## src/rtl/rx_demux_if.sv

```systemverilog
// rtl/rx_demux_if.sv - RX FIFO, CPU read port and block FIFO signals of the receive demux
interface rx_demux_if #(
    parameter int CNT_W = 16
);
    logic             sel;
    logic [31:0]      rx_data;
    logic             rx_empty;
    logic             rx_read;
    logic             cpu_rd_rx_require;
    logic [31:0]      cpu_rd_rx_data;
    logic             cpu_rd_rx_valid;
    logic [127:0]     blk_data;
    logic             blk_write;
    logic             blk_full;
    logic [CNT_W-1:0] blk_count;

    // The demux side: it pops the RX FIFO and pushes the block FIFO.
    modport master (
        input  sel, rx_data, rx_empty, cpu_rd_rx_require, blk_full,
        output rx_read, cpu_rd_rx_data, cpu_rd_rx_valid, blk_data, blk_write, blk_count
    );

    // The platform side: FIFOs, CPU register block and mode control.
    modport slave (
        output sel, rx_data, rx_empty, cpu_rd_rx_require, blk_full,
        input  rx_read, cpu_rd_rx_data, cpu_rd_rx_valid, blk_data, blk_write, blk_count
    );
endinterface

```

## src/rtl/rx_demux.sv

```systemverilog
// rtl/rx_demux.sv - packs four 32-bit RX words into a 128-bit block, or lends the RX FIFO to the CPU
module rx_demux #(
    parameter int CNT_W = 16
) (
    input  logic      clk,
    input  logic      rst_n,
    rx_demux_if.master bus
);

    typedef enum logic [2:0] {
        IDLE,
        CPU,
        W0,
        W1,
        W2,
        W3,
        PUSH
    } state_t;

    state_t           state_q, state_d;
    logic [127:0]     blk_data_q;
    logic [CNT_W-1:0] blk_count_q;

    logic             rx_read_c;
    logic             blk_write_c;
    logic             cpu_valid_c;
    logic [31:0]      cpu_data_c;
    logic             cap_en_c;
    logic [1:0]       cap_slot_c;

    // State register; reset abandons any partial block.
    always_ff @(posedge clk or negedge rst_n) begin
        if (!rst_n) begin
            state_q <= IDLE;
        end else begin
            state_q <= state_d;
        end
    end

    // Next state and handshakes; a pop only happens when the FIFO has a word.
    always_comb begin
        state_d     = state_q;
        rx_read_c   = 1'b0;
        blk_write_c = 1'b0;
        cpu_valid_c = 1'b0;
        cpu_data_c  = 32'd0;
        cap_en_c    = 1'b0;
        cap_slot_c  = 2'd0;
        case (state_q)
            IDLE: begin
                state_d = bus.sel ? CPU : W0;
            end
            CPU: begin
                cpu_data_c  = bus.rx_data;
                cpu_valid_c = ~bus.rx_empty;
                rx_read_c   = bus.cpu_rd_rx_require & ~bus.rx_empty;
                if (!bus.sel) begin
                    state_d = IDLE;
                end
            end
            W0: begin
                // Mode may only change here, before a block is started.
                if (bus.sel) begin
                    state_d = IDLE;
                end else begin
                    rx_read_c  = ~bus.rx_empty;
                    cap_en_c   = ~bus.rx_empty;
                    cap_slot_c = 2'd0;
                    if (!bus.rx_empty) begin
                        state_d = W1;
                    end
                end
            end
            W1: begin
                rx_read_c  = ~bus.rx_empty;
                cap_en_c   = ~bus.rx_empty;
                cap_slot_c = 2'd1;
                if (!bus.rx_empty) begin
                    state_d = W2;
                end
            end
            W2: begin
                rx_read_c  = ~bus.rx_empty;
                cap_en_c   = ~bus.rx_empty;
                cap_slot_c = 2'd2;
                if (!bus.rx_empty) begin
                    state_d = W3;
                end
            end
            W3: begin
                rx_read_c  = ~bus.rx_empty;
                cap_en_c   = ~bus.rx_empty;
                cap_slot_c = 2'd3;
                if (!bus.rx_empty) begin
                    state_d = PUSH;
                end
            end
            PUSH: begin
                blk_write_c = ~bus.blk_full;
                if (!bus.blk_full) begin
                    state_d = W0;
                end
            end
            default: begin
                state_d = IDLE;
            end
        endcase
    end

    // Block register: word0 lands in the top lane, held untouched through PUSH.
    always_ff @(posedge clk or negedge rst_n) begin
        if (!rst_n) begin
            blk_data_q <= 128'd0;
        end else if (cap_en_c) begin
            case (cap_slot_c)
                2'd0:    blk_data_q[127:96] <= bus.rx_data;
                2'd1:    blk_data_q[95:64]  <= bus.rx_data;
                2'd2:    blk_data_q[63:32]  <= bus.rx_data;
                default: blk_data_q[31:0]   <= bus.rx_data;
            endcase
        end
    end

    // Delivered-block counter, free-running modulo 2^CNT_W.
    always_ff @(posedge clk or negedge rst_n) begin
        if (!rst_n) begin
            blk_count_q <= '0;
        end else if (blk_write_c) begin
            blk_count_q <= blk_count_q + {{(CNT_W-1){1'b0}}, 1'b1};
        end
    end

    assign bus.rx_read         = rx_read_c;
    assign bus.blk_write       = blk_write_c;
    assign bus.cpu_rd_rx_valid = cpu_valid_c;
    assign bus.cpu_rd_rx_data  = cpu_data_c;
    assign bus.blk_data        = blk_data_q;
    assign bus.blk_count       = blk_count_q;

endmodule

```

## src/flat_wrapper.sv

```systemverilog
// flat-port wrapper written by rule: the top's interface ports become plain ports
module rx_demux_flat 
#(
    parameter int CNT_W = 16
)
  (clk, rst_n, bus_sel, bus_rx_data, bus_rx_empty, bus_cpu_rd_rx_require, bus_blk_full, bus_rx_read, bus_cpu_rd_rx_data, bus_cpu_rd_rx_valid, bus_blk_data, bus_blk_write, bus_blk_count);
  rx_demux_if #(.CNT_W(CNT_W)) bus_i ();
  input  logic clk;
  input  logic rst_n;
  input wire logic [$bits(bus_i.sel)-1:0] bus_sel;
  input wire logic [$bits(bus_i.rx_data)-1:0] bus_rx_data;
  input wire logic [$bits(bus_i.rx_empty)-1:0] bus_rx_empty;
  input wire logic [$bits(bus_i.cpu_rd_rx_require)-1:0] bus_cpu_rd_rx_require;
  input wire logic [$bits(bus_i.blk_full)-1:0] bus_blk_full;
  output wire logic [$bits(bus_i.rx_read)-1:0] bus_rx_read;
  output wire logic [$bits(bus_i.cpu_rd_rx_data)-1:0] bus_cpu_rd_rx_data;
  output wire logic [$bits(bus_i.cpu_rd_rx_valid)-1:0] bus_cpu_rd_rx_valid;
  output wire logic [$bits(bus_i.blk_data)-1:0] bus_blk_data;
  output wire logic [$bits(bus_i.blk_write)-1:0] bus_blk_write;
  output wire logic [$bits(bus_i.blk_count)-1:0] bus_blk_count;
  assign bus_i.sel = bus_sel;
  assign bus_i.rx_data = bus_rx_data;
  assign bus_i.rx_empty = bus_rx_empty;
  assign bus_i.cpu_rd_rx_require = bus_cpu_rd_rx_require;
  assign bus_i.blk_full = bus_blk_full;
  assign bus_rx_read = bus_i.rx_read;
  assign bus_cpu_rd_rx_data = bus_i.cpu_rd_rx_data;
  assign bus_cpu_rd_rx_valid = bus_i.cpu_rd_rx_valid;
  assign bus_blk_data = bus_i.blk_data;
  assign bus_blk_write = bus_i.blk_write;
  assign bus_blk_count = bus_i.blk_count;
  rx_demux #(.CNT_W(CNT_W)) u_core (.clk(clk), .rst_n(rst_n), .bus(bus_i));
endmodule
```

## config.mk

```make
export PLATFORM = sky130hd
export DESIGN_NAME = rx_demux_flat
export DESIGN_NICKNAME = d
export VERILOG_FILES = /design/src/rtl/rx_demux_if.sv /design/src/rtl/rx_demux.sv /design/src/flat_wrapper.sv
export SDC_FILE = /design/constraint.sdc
export NUM_CORES = 1
export LEC_CHECK = 0
export CORE_ASPECT_RATIO = 0.7
export CORE_UTILIZATION = 40
export CTS_CLUSTER_SIZE = 28
export DETAILED_ROUTE_END_ITERATION = 8
export PLACE_DENSITY = 0.76
export SLEW_MARGIN = 40
export SYNTH_ARGS = -nofsm -noshare
export SYNTH_HDL_FRONTEND = slang
export SYNTH_SLANG_ARGS = --single-unit
```

## constraint.sdc

```tcl
create_clock -name clk -period 1.5 [get_ports clk]
set_input_delay 0.225 -clock clk [delete_from_list [all_inputs] [get_ports clk]]
set_output_delay 0.225 -clock clk [all_outputs]
set_load 0.03 [all_outputs]
```

# Word-level counts from Yosys, hierarchy flattened
# Index checks and enable logic that the tools add are counted.
# W data, S select, Z words.
classes:
  add_sub_neg: 1
  mul: 0
  div_mod_pow: 0
  order_cmp: 0
  eq_ne: 14
  shifts: 0
  mux: 16
  n_bitwise: 4
  reduce_logical: 9
ops:
  columns: ["operator", "n"]
  rows:
  - ["$mux W32", 1]
  - ["$mux W3", 7]
  - ["$pmux W3 S7", 1]
  - ["$add A16 B1 Y16 const B", 1]
  - ["$ne A2 B2 Y1 const B", 5]
  - ["$eq A3 B3 Y1 const B", 3]
  - ["$reduce_and A2 Y1", 4]
  - ["$eq A3 B2 Y1 const B", 2]
  - ["$pmux W2 S3", 1]
  - ["$reduce_and A6 Y1", 1]
  - ["$reduce_or A3 Y1", 2]
  - ["$eq A3 B1 Y1 const B", 1]
  - ["$logic_not A3 Y1", 1]
  - ["$mux W1", 3]
  - ["$ne A3 B3 Y1 const B", 1]
  - ["$not A1 Y1", 3]
  - ["$pmux W1 S3", 1]
  - ["$eq A2 B1 Y1 const B", 1]
  - ["$eq A2 B2 Y1 const B", 1]
  - ["$logic_not A2 Y1", 1]
  - ["$mux W2", 1]
  - ["$pmux W1 S2", 1]
  - ["$and A1 B1 Y1", 1]
totals:
  ff_bits: 147
  latchBits: 0
  mem_bits_rw: 0
  mem_bits_ro: 0
  in_bits: 38
  out_inout_bits: 179
  elab_cells: 50
  mem_count: 0

# Depth between registers and ports, before layout
# Gate-level depths: netlist of run 1.
depth:
  word_depth: 6
  ltp_mapped: 6
  depth_no_buf: 5

# Least setup slack after synthesis of run 1
# No wires, ideal clock.
synth_timing:
  path_kind: "register -> register"
  start: "reg u_core.blk_count_q[3] (netlist: u_core.bus.blk_count[3])"
  end: "reg u_core.blk_count_q[15] (netlist: u_core.bus.blk_count[15])"
  setup_time_ns: 0.132
  arrival_time_ns: 1.568
  t_required_ns: 1.368
  path_slack_ns: -0.201
  stages_incl_launch_ff: 5
  path_buffers: 0
  synth_period_minus_slack_ns: 1.701
  path_cell_list: "dfrtp_1 and4_1 nand2_1 or4_4 xnor2_2"
synth_between:
  elab_chain_cells: 1
synth_lines:
  columns: ["element", "line_no", "text"]
  rows:
  - ["start, declared", "rx_demux.sv:22", "logic [CNT_W-1:0] blk_count_q;"]
  - ["start signal, assigned", "rx_demux.sv:129", "blk_count_q <= blk_count_q + {{(CNT_W-1){1'b0}}, 1'b1};"]
  - ["$add A16 B1 Y16", "rx_demux.sv:129", null]
# No other way between the ends.
# A chain may end at the register's enable or synchronous reset.

# Final worst setup path of run 1
layout_timing:
  start: "reg u_core.state_q[1]"
  end: "out bus_cpu_rd_rx_data[15]"
layout_between:
  elab_chain_cells: 2
layout_lines:
  columns: ["element", "line_no", "text"]
  rows:
  - ["start, declared", "rx_demux.sv:20", "state_t state_q, state_d;"]
  - ["start signal, assigned", "rx_demux.sv:36", "state_q <= state_d;"]
  - ["$eq A3 B1 Y1", "rx_demux.sv:49", "case (state_q)"]
  - ["$mux W32", "rx_demux.sv:49", null]
  - ["end, declared", "flat_wrapper.sv:16", "output wire logic [$bits(bus_i.cpu_rd_rx_data)-1:0] bus_cpu_rd_rx_data;"]
# No other way between the ends.

==> impl_metrics.ini, run 1 <==
[outcome]
status = finished with violations
violations = negative setup slack

[cells_and_area]
layout-drive-gt1-share_pct = 49.03
n_fill_cell = 945
syn_to_final_growth_pct = 75.27
final_nets = 746
fin_util_pct = 73.25
n_antenna_cell = 0
final_area_um2 = 10390

[worst_setup_path]
r2r_cells = 7
r2r_slack_ns = -0.41
cpMostUsedCell = buf_6
slowest_delay_ns = 0.42
r2r-end = u_core.bus.blk_data[71]
worstPathMaxFanout = 5
cp_slowest_cell = dfrtp_2
worstPathCellList = buf_6, nor3b_4, buf_6, buf_6, and2_2, buf_6
cp-end-kind = output port
required_ns = 1.27
crit_arrival_ns = 1.74
path_class = flop to output port
rr_startpoint = u_core.state_q[2]
critPathLaunchType = flop

[floorplan]
ioPinCount = 217
start_util_pct = 41.79
die_area_um2 = 15320
die_y_um = 103.9
rows = 36
core_region_area_um2 = 14190
die_x_um = 147.5

[logic_synthesis]
yosysTopAreaCell = dfrtp_1
yosysMostFrequentCell = dfrtp_1
synth_top_family_by_area = multiplexers
syn_avg_cell_area_um2 = 14.90
yosysUniqueCellTypes = 32
ys_ff_latch = 147
synthXorXnorAreaFrac_pct = 2.490
synth_edf_count = 0
synth_top_area_share_pct = 62.04
synth_compound_area_share_pct = 0.9918
ys_warn_count = 0
seq_area_frac_synth_pct = 62.04
syn_inst = 398
synthMuxAreaShare_pct = 24.50
synth_nets = 437
yosys-top-cells-area = dfrtp_1 (62%), mux2_2 (24%), and2_1 (3.6%), xor2_1 (1.2%), xnor2_1 (1.0%)
async_flop_share_pct = 100.0
synthTopCellsByCount = dfrtp_1 (147), mux2_2 (129), and2_1 (34), buf_2 (10), nand2_1 (9)
synth-main-ff-cell = dfrtp_1
synth_area_um2 = 5929
synthSimpleGateAreaFrac_pct = 7.343
synthAdderAreaFrac_pct = 0.2110

[grt]
grt.total_usage_pct = 24.08
antenna_found_initial = 0
grt_max_degree = 52
grt_pass1_vias = 4836
grt_overflow = 0
grt_pass1_wl_mm = 28.00

[sta]
worst_clock_skew_ns = 0.006462
drv_slew = 0
period_share_pct = 131.3
layout_min_cycle_time_ns = 1.970
rsz0062_at_grt = true
hold_viol_final = 0
layout_setup_ws_ns = -0.4697
fin_setup_tns_ns = -63.96
max_slew_margin_pct = 74.09
setup_viol_count_final = 179
max_freq_mhz = 507.7
worst_pin_slew_ns = 0.3887

[detailed_routing]
routed_wl_mm = 19.29
drtAntennaViolNets = 0
post_drt_via_cell_ratio = 5.039
drcViolationCount = 0
num_vias = 4575
wl_per_cell_um = 21.24
drt-pass1-iter-count = 5
drt-initial-drc-count = 163

[power]
vdd_drop_max_mv = 1.314
p_leak_uw = 0.005111
power_density_nw_per_um2 = 2377
fin_total_pwr_uw = 24700

[flow_run]
drv_cap = 0

[min_path]
min_path_type = input pin to async pin

[cts]
cts.sinks = 147
root_buffer = clkbuf_16
clock_latency_ns = 0.41
cts.clk_slew.worst_paths_ns = 0.06
cts-buffers-inserted = 17
clockBufferDepth = 2
cts_tree = done
htree_num_levels = 4

[placed_design]
io_buffers = 216
hpwl_mm = 11.12
place_ws_ns = -0.4396
postPlaceCellArea_um2 = 8721
gp_congestion = 0.7529
[per-stage QoR]
stage                     hold WS, ns  std cells
after global routing           0.3194        908
after global placement         0.1541        836
final                          0.2890        908
after CTS                      0.2931        898
after floorplan              -0.07059        398
after detailed placement       0.1567        836
[critical path: cells and delay by family, from the launching register on]
family,cells,cell delay (ns)
and+or+nand+nor,2,0.38
DFF,1,0.42
buffers and inverters,4,0.55
[layer usage]
layer | wire length, um | vias to the layer above | global-route usage (%)
met3 | 1188 | 26 | 6.316
met5 | 0 | - | 0
li1 | - | 2012 | -
met4 | 322 | 0 | 6.259
met2 | 9861 | 179 | 42.05
met1 | 7917 | 2358 | 29.50
[how the worst max path moves through the flow]
stage	start	slack (ns)	end	cells past startpoint
floorplan	u_core.bus.blk_count[5]	-0.17	u_core.bus.blk_count[15]	4
global placement	bus_rx_empty	-0.39	u_core.bus.blk_data[59]	5
detailed placement	bus_rx_empty	-0.44	u_core.bus.blk_data[40]	5
CTS	u_core.state_q[2]	-0.48	bus_cpu_rd_rx_valid	6
global route	u_core.state_q[1]	-0.53	bus_cpu_rd_rx_data[13]	6
finish	u_core.state_q[1]	-0.47	bus_cpu_rd_rx_data[15]	6
[cell families (layout without fill, tap and decap cells)]
logic type / Yosys count / count (layout)
DFF: 147 / 147
muxes: 129 / 129
and+or+nand+nor: 70 / 70
buffers and inverters: 26 / 346
xor gates and xnor gates: 16 / 16
AOI/OAI and AO/OA: 9 / 9
adders and majority gates: 1 / 1
[state kept, by name, indices dropped and copies added, names as in the netlist]
register and flops:
u_core.bus.blk_data 128, u_core.bus.blk_count 16, u_core.state_q 3
[what timing repair did]
item,CTS,global route
hold buffers,1,0
gates resized for setup,274,119
setup endpoints to repair,310,182
hold endpoints to repair,32,0
buffers inserted,25,19
gates cloned,8,3
pin swaps,9,14
[layout make-up]
type | count | area [um^2] | share of cell area (%)
clock inverter | 12 | 205.2 | 1.974
timing repair buffer | 311 | 3134 | 30.16
multi-input combinational | 225 | 2681 | 25.80
clock buffer | 18 | 429.2 | 4.130
sequential | 147 | 3684 | 35.44
inverter | 5 | 21.27 | 0.2047
tap | 190 | 237.7 | 2.287
[cell usage in the layout (no fill, tap or decap), types with 3 or more instances in the layout]
cell type	Yosys	routed
dfrtp_1	147	143
dlygate4sd2_1	0	137
mux2_4	0	96
buf_6	1	66
buf_4	7	44
clkdlybuf4s50_1	0	36
mux2_2	129	33
and2_4	0	24
clkbuf_16	0	19
buf_12	0	10
and2_2	0	9
xor2_1	8	8
nand2_1	9	7
xnor2_1	7	6
bufinv_16	0	5
buf_16	0	5
inv_1	5	4
nand3_1	4	4
dfrtp_2	0	4
nand4_1	3	3
inv_6	0	3
buf_8	0	3
[power by group]
| group | internal [uW] | switching, uW |
|---|---|---|
| sequential | 5760 | 1090 |
| combinational | 6100 | 7120 |
| clock | 2950 | 1680 |
| total | 14800 | 9890 |
No activity file was read; power rests on OpenSTA's default activity.
==> inputs of run 2 (changes only) <==
Settings changed: CORE_MARGIN set to 4.
==> impl_metrics.ini, run 2 (synthesis results as in run 1) <==
[outcome]
status = finished with violations
violations = negative setup slack

[cells_and_area]
n_antenna_cell = 0
final_nets = 751
syn_to_final_growth_pct = 77.48
n_fill_cell = 923
final_cell_mix = dfrtp_1 (143), dlygate4sd2_1 (132), mux2_4 (86)
layout-drive-gt1-share_pct = 50.07
layout_commonest_cell = dfrtp_1
stdcell_count = 915
largest_register_ffs = 128

[floorplan]
rows = 36
core_region_area_um2 = 14230
die_x_um = 153.5
die_y_um = 109.9
start_util_pct = 41.66
die_area_um2 = 16870
ioPinCount = 217

[detailed_routing]
num_vias = 4549
drt-initial-drc-count = 212
drt-pass1-iter-count = 4
wl_per_cell_um = 21.51
drtAntennaViolNets = 0
routed_wl_mm = 19.68
post_drt_via_cell_ratio = 4.972
drcViolationCount = 0

[worst_setup_path]
slowest_delay_ns = 0.41
critPathLaunchType = flop
cp_slowest_cell = dfrtp_1
crit_start = u_core.state_q[1]
crit_path_end = bus_cpu_rd_rx_data[17]
rr_startpoint = u_core.state_q[0]
cpMostUsedCell = buf_6
r2r-end = u_core.bus.blk_count[15]
crit_arrival_ns = 1.81
worstPathCellList = buf_6, nor3b_4, buf_6, clkbuf_16, and2_2, buf_6
path_class = flop to output port
r2r_cells = 8
r2r_slack_ns = -0.47
worstPathMaxFanout = 6
cp-end-kind = output port
required_ns = 1.27

[grt]
grtUsageMet2_pct = 33.99
grt_overflow = 0
grt_pass1_vias = 4821
grt_pass1_wl_mm = 28.24
grt.total_usage_pct = 21.59
gr-usage-met1_pct = 28.59
gr-usage-met3_pct = 8.576
grt.busiest_layer = met2
grt_max_degree = 54
antenna_found_initial = 0

[sta]
worst_pin_slew_ns = 0.4094
max_freq_mhz = 492.5
rsz0062_at_grt = true
hold_viol_final = 0
worst_clock_skew_ns = 0.01311
setup_viol_count_final = 181
layout_min_cycle_time_ns = 2.030
fin_setup_tns_ns = -61.54
layout_setup_ws_ns = -0.5305
period_share_pct = 135.4
drv_slew = 0
max_slew_margin_pct = 72.62

[power]
p_leak_uw = 0.005179
vdd_drop_max_mv = 1.356
power_density_nw_per_um2 = 2337

[placed_design]
hpwl_mm = 11.68
io_buffers = 216
gp_congestion = 0.8115
dp.cells = 830

[cts]
cts.sinks = 147
clockBufferDepth = 2
root_buffer = clkbuf_16
clock_latency_ns = 0.41
cts.clk_slew.worst_paths_ns = 0.06
cts-buffers-inserted = 17
htree_num_levels = 4
cts_tree = done

[flow_run]
drv_cap = 0

[min_path]
min_path_type = input pin to async pin
run 2: cell types whose count changed in the layout (fill, tap and decap cells not counted), sizes merged:
cell,change
dlygate4sd2,-5
clkbuf,+7
clkinvlp,-1
clkdlybuf4s15,+4
buf,+1
inv,-1
bufinv,-2
clkinv,+4
run 2: worst min path at each step:
stage | start | end | slack (ns) | cells past startpoint
finish | rst_n | u_core.bus.blk_data[113] | 0.29 | 2
CTS | rst_n | u_core.bus.blk_data[113] | 0.28 | 2
global route | rst_n | u_core.bus.blk_data[112] | 0.31 | 2
detailed placement | rst_n | u_core.bus.blk_data[113] | 0.14 | 1
global placement | rst_n | u_core.bus.blk_data[112] | 0.14 | 1
floorplan | rst_n | u_core.bus.blk_count[0] | -0.07 | 0
run 2: where the power goes:
group / leakage, uW / switching (uW) / internal (uW) / total (uW)
Sequential: 0.00180 / 1060 / 5760 / 6820
Combinational: 0.00309 / 7220 / 6250 / 13500
Clock: 0.000289 / 1670 / 2630 / 4300
Total: 0.00518 / 9960 / 14600 / 24600
run 2: critical path, delay by kind of cell (launching register included):
family / cells / cell delay [ns]
flip-flops: 1 / 0.41
AND/OR/NAND/NOR: 2 / 0.39
buffers and inverters: 4 / 0.59
run 2: timing repair:
item / CTS / global route
gates cloned: 7 / 6
pin swaps: 9 / 22
hold buffers: 1 / 0
setup endpoints to repair: 300 / 188
setup buffers: 17 / 28
endpoints found under the hold margin: 30 / 0
resized for setup: 276 / 133
run 2: layout make-up:
type | instances | area (um^2) | share of cell area (%)
sequential | 147 | 3684 | 35.00
timing repair buffer | 316 | 3294 | 31.30
multi-input combinational | 225 | 2694 | 25.60
clock buffer | 20 | 436.7 | 4.149
tap | 190 | 237.7 | 2.259
clock inverter | 12 | 156.4 | 1.486
inverter | 5 | 21.27 | 0.2021
run 2: per-layer routing:
layer	vias to the layer above	share of wire, %	wire [um]
li1	2029	-	-
met1	2341	43	8526
met2	171	48	9523
met3	8	7.8	1538
met4	0	0.46	91
met5	-	0	0
run 2: stage by stage:
stage | area [um^2] | hold WS [ns] | utilization (%) | power, uW | setup WS, ns
2_1_floorplan | 6070 | -0.07059 | - | 13550 | -0.1651
3_3_place_gp | 8663 | 0.1388 | 60.87 | 18630 | -0.4795
3_5_place_dp | 8663 | 0.1436 | 60.87 | 18880 | -0.5183
4_1_cts | 9849 | 0.2811 | 69.20 | 23380 | -0.4554
5_1_grt | 10520 | 0.3120 | 73.94 | 25660 | -0.5858
6_report | 10520 | 0.2880 | 73.94 | 24600 | -0.5305
